<file path="src/rtl/mult_accum.sv">
// mult_accum: sums N unsigned 8-bit products into a 12-bit result.
//
// Handshake: start launches an accumulation. Terms are taken on
// product_valid && product_ready. After the N-th term the result is held
// on sum/sum_valid until sum_ready. If start and sum_ready arrive together
// in DONE, the next accumulation begins at once, with no idle cycle.
//
// Ports
//   clk           rising-edge clock
//   rst_n         async active-low reset
//   start         begin a new accumulation (IDLE, or DONE with sum_ready)
//   product[7:0]  unsigned term from the upstream multiplier
//   product_valid term present
//   product_ready block accepts a term (state ACC)
//   sum[11:0]     accumulator; meaningful while sum_valid
//   sum_valid     completed result held (state DONE)
//   sum_ready     downstream consumes sum
//   busy          state ACC or DONE
module mult_accum #(
    parameter int N = 4                  // terms per result, 1..16
) (
    input  logic        clk,
    input  logic        rst_n,
    input  logic        start,
    input  logic [7:0]  product,
    input  logic        product_valid,
    output logic        product_ready,
    output logic [11:0] sum,
    output logic        sum_valid,
    input  logic        sum_ready,
    output logic        busy
);

    // The counter must be able to represent N itself.
    localparam int CW = $clog2(N + 1);

    typedef enum logic [1:0] {IDLE, ACC, DONE} state_t;

    state_t         state, state_nx;
    logic [11:0]    acc;
    logic [CW-1:0]  cnt;
    logic           accept;
    logic           last;
    logic           clr;

    assign accept = (state == ACC) && product_valid;
    assign last   = accept && (cnt == CW'(N - 1));
    // Fresh accumulation from IDLE, or a back-to-back restart out of DONE.
    assign clr    = start && ((state == IDLE) || ((state == DONE) && sum_ready));

    always_ff @(posedge clk or negedge rst_n) begin
        if (!rst_n) state <= IDLE;
        else        state <= state_nx;
    end

    always_comb begin
        state_nx = state;
        case (state)
            IDLE: if (start) state_nx = ACC;
            ACC:  if (last)  state_nx = DONE;
            DONE: if (sum_ready) state_nx = start ? ACC : IDLE;
            default: state_nx = IDLE;
        endcase
    end

    // 16 * 255 = 4080 fits in 12 bits, so the sum never needs wrap handling.
    always_ff @(posedge clk or negedge rst_n) begin
        if (!rst_n) begin
            acc <= '0;
            cnt <= '0;
        end else if (clr) begin
            acc <= '0;
            cnt <= '0;
        end else if (accept) begin
            acc <= acc + {4'b0, product};
            cnt <= cnt + 1'b1;
        end
    end

    // The handshake outputs are decoded from state only, with no input paths.
    assign product_ready = (state == ACC);
    assign sum_valid     = (state == DONE);
    assign busy          = (state != IDLE);
    assign sum           = acc;

endmodule

</file>
<file path="config.mk">
export PLATFORM = sky130hd
export DESIGN_NAME = mult_accum
export DESIGN_NICKNAME = d
export VERILOG_FILES = /design/src/rtl/mult_accum.sv
export SDC_FILE = /design/constraint.sdc
export NUM_CORES = 1
export LEC_CHECK = 0
export ABC_AREA = 1
export CORE_ASPECT_RATIO = 1.25
export CORE_UTILIZATION = 44
export DETAILED_ROUTE_END_ITERATION = 10
export PLACE_DENSITY = 0.75
export REMOVE_ABC_BUFFERS = 1
export SYNTH_ARGS = -nofsm -noshare
export SYNTH_HDL_FRONTEND = slang
export SYNTH_SLANG_ARGS = --single-unit
</file>
<file path="constraint.sdc">
create_clock -name clk -period 1.62 [get_ports clk]
set_input_delay 0.162 -clock clk [delete_from_list [all_inputs] [get_ports clk]]
set_output_delay 0.162 -clock clk [all_outputs]
set_load 0.005 [all_outputs]
</file>
After elaboration in Yosys (flattened, before gate mapping)

Cells that the tools add are included.

Flip-flop bits (word level): 17
Input port bits: 13
Output and inout bits: 15
Logic and storage cells: 29

Add/subtract/negate cells: 2
Equality and inequality tests: 6
Multiplexer cells: 9
Reductions and logical operators: 9

Operators with widths:

| kind                  | count |
|---|---|
| $mux W12              | 2 |
| $add A12 B8 Y12       | 1 |
| $mux W2               | 3 |
| $mux W3               | 2 |
| $pmux W2 S3           | 1 |
| $logic_and A1 B1 Y1   | 4 |
| $ne A2 B1 Y1 const B  | 2 |
| $reduce_bool A2 Y1    | 2 |
| $add A3 B1 Y3 const B | 1 |
| $eq A3 B2 Y1 const B  | 1 |
| $reduce_and A3 Y1     | 1 |
| $eq A2 B1 Y1 const B  | 1 |
| $eq A2 B2 Y1 const B  | 1 |
| $logic_not A2 Y1      | 1 |
| $ne A2 B2 Y1 const B  | 1 |
| $logic_or A1 B1 Y1    | 1 |
| $mux W1               | 1 |

Logic depth before layout (Yosys ltp)

Depth in word-level cells: 5
Depth in mapped cells: 10
Mapped depth without buffers: 10

Worst setup path after synthesis

Ideal clock, no wire load.

Path kind: register -> register
Start: reg acc[0], in the netlist sum[0]
End: reg acc[8], in the netlist sum[8]
Arrival time: 1499 ps
Path slack: 2 ps
Cell stages (with the launch flop): 9
Buffers on the path: 0
Cells stage by stage: dfrtp_1 -> ha_1 -> fa_1 -> nand3_1 -> nand2_1 -> nand2_1 -> nand3_2 -> a21oi_1 -> nor2_1

Longest elaborated chain between the ends: 3

RTL lines:

| what                   | line | text |
|---|---|---|
| start, declared        | 40   | `logic [11:0] acc;` |
| start signal, assigned | 75   | `acc <= acc + {4'b0, product};` |
| $add A12 B8 Y12        | 75   |  |
| $mux W12               | 74   | `end else if (accept) begin` |
| $mux W12               | 71   | `end else if (clr) begin` |

No other way between the ends. The select of a mux whose other input is x is not followed.
A chain may end at the register's enable or synchronous reset.

Worst setup path in the final report

Start: reg state[0]
End: out busy

Longest elaborated chain between the ends: 1

RTL lines:

| what                   | line | text |
|---|---|---|
| start, declared        | 39   | `state_t state, state_nx;` |
| start signal, assigned | 53   | `else state <= state_nx;` |
| $reduce_bool A2 Y1     | 83   | `assign busy = (state != IDLE);` |
| end, declared          | 31   | `output logic busy` |

No other way between the ends.

==> run metrics <==
largest net degree at the start of global routing 18; status completed; Final Cycle Share between 90 and 100%; startpoint types register; register area share after synthesis 37.65%; global-route wire length before repair 4360 um; top_reg_cell synth dfrtp_1; layout cell share with drive strength beyond 1 25.00%; Initial Utilization 46.55%; GPL Wtd Cong 0.7999; final cell count without fillers 221; Hold Vio Cnt, Final 0; commonest non-fill, non-tap cell in the layout nand2_1; Synth Cell Area 1130 um2; vias in the first global route 1,019; final WL 2962 um; via count 1,128; Setup TNS Final 0 ns; Layout area overhead 50.28%; GRT Util Overall 22.23%; die area 2776 um2; Period minus WS final 1.572 ns; Max clock buf depth 2; IO Count 28; initial DRC count 30; R2R Setup Slk about 0.048 ns; RSZ-0062 raised after global routing yes; Slew @ Worst Pin 0.2553 ns; element type at the critical path end output pin; relative slew slack ~83%; total power 2.925 mW; hpwl dp 2017 um; die width 47.33 um; CTS tree done; Worst EP required ~1.5 ns; total grt overflow 0; # rows 20; power density cells 1723 nW/um2; Port Buffer Count 27; multi-input logic area 777.0 um2; DRC 0; n_diodes 0; clock latency at the later pin of the worst-skew pair 0.30 ns; synth warn 0; Synth async-reset ratio 100.0%; Max FO, Critical Path 3; Syn Inst Count approximately 140; max frequency 636.0 MHz; Nets 213; total of max-cap violations 0; Yosys cell types 22; fillcell total 201; Final Max Tran Viols 0; R2R depth 8; Num CTS Buffers 3; Final setup viols 0; initial antenna violation count 0; Reg2Reg Launch Point sum[0]; final core occ 69.95%; Mapped Avg Cell Area 7.846 um2; htree depth 1; synthesized flop and latch total 17; Final ANT Viol Nets 0; DR pass1 iterations 4; sequential cell area roughly 430 um2; Leak 0.7943 nW; CP Class register to output pin; Die Ht 58.66 um; crit path DAT 1.41 ns; worst min path class input port to asynchronous set/reset pin; most frequent cells in the layout nand2_1, clkdlybuf4s50_1, dfrtp_1, nor2_1, buf_4; Setup crit start state[0]; core box area between 2000 and 2500 um2; Post-synth EDFFs 0; Avg Vias per Cell 5.104; Setup Skew approximately 0.0033 ns; crit path capture busy; FF-to-FF End sum[10]; VDD IR max 0.9778 mV; CTS sink cnt 17; Routed WL per cell 13.40 um; Clock transition at path regs ~0.11 ns; dpl cells between 200 and 250; Clock Root Buffer clkbuf_4
-- registers in the layout, summed over array words and instances, names as in the netlist --
name and cells:
cnt 3, sum 12, state 2
-- worst max-delay path: stages (launching register included) --
cell and delay [ns]:
dfrtp_1 0.44, inv_1 0.09, nand2_1 0.07, clkdlybuf4s50_1 0.51
-- layout make-up --
type / instances / area share [%]
multi-input cells: 113 / 45.76
flip-flops and latches: 17 / 25.06
repair buffers: 41 / 22.25
inverters: 13 / 2.874
well taps: 33 / 2.432
clock buffers: 3 / 1.326
clock inverters: 1 / 0.2948
-- stage by stage --
stage / area (um2) / hold WS [ns] / setup WS (ns)
after floorplan: 1119 / -0.1336 / 0.001827
after global placement: 1520 / 0.4685 / -0.2176
after detailed placement: 1520 / 0.4762 / -0.2818
after CTS: 1572 / 0.1722 / 0.004444
after global routing: 1698 / 0.1837 / -0.05445
final: 1698 / 0.1743 / 0.04756
-- synthesized netlist by cell type (2+ instances only) --
library cell,count,area (um2)
dfrtp_1,17,425.4
o21ai_1,6,30.03
nand2_1,44,165.2
nor2_2,4,25.02
o21ai_0,2,10.01
a21oi_1,8,40.04
inv_1,11,41.29
ha_1,10,125.1
nand3_2,2,20.02
xnor2_1,3,26.28
nand3_1,10,50.05
inv_2,2,7.510
nor2_1,14,52.55
a22o_1,3,26.28
-- routing by layer --
layer,GRT usage (%),routed length (um),share of wire [%],vias to the layer above
met5,0,0,0,-
met2,35.81,1615,55,27
met1,28.35,1238,42,541
met3,3.681,77,2.6,3
li1,-,-,-,557
met4,9.796,30,1.0,0
-- report_power, final --
part	switching, mW	internal [mW]	total [mW]
Sequential	0.192	0.597	0.789
Combinational	0.887	1.00	1.89
Clock	0.153	0.0922	0.245
Total	1.23	1.69	2.92
-- timing repair --
item                                   in CTS  in global routing
pin swaps                                   2                  2
hold buffers                                0                  0
resized for setup                           7                 15
endpoints found under the hold margin       0                  0
setup endpoints to repair                   3                  7
gates cloned                                0                  0
buffers inserted                            0                  2
-- how the worst min path moves through the flow --
| stage | cells after the start | slack [ns] | from | endpoint |
|---|---|---|---|---|
| after floorplan | 0 | -0.13 | rst_n | cnt[0] |
| after global placement | 1 | 0.47 | cnt[0] | cnt[0] |
| after detailed placement | 1 | 0.48 | cnt[0] | cnt[0] |
| after CTS | 2 | 0.17 | rst_n | state[0] |
| after global routing | 2 | 0.18 | rst_n | sum[0] |
| final | 2 | 0.17 | rst_n | state[0] |
-- logic make-up (layout without fill, tap and decap cells) --
family	count (synthesis)	after routing	share of synthesized area (%)
buf+inv	14	58	5.316
simple gates	78	78	31.23
compound gates	21	21	10.63
flops	17	17	37.65
xor+xnor	3	3	2.326
fa+ha+maj	11	11	12.85
(Power assumes the default switching activity.)
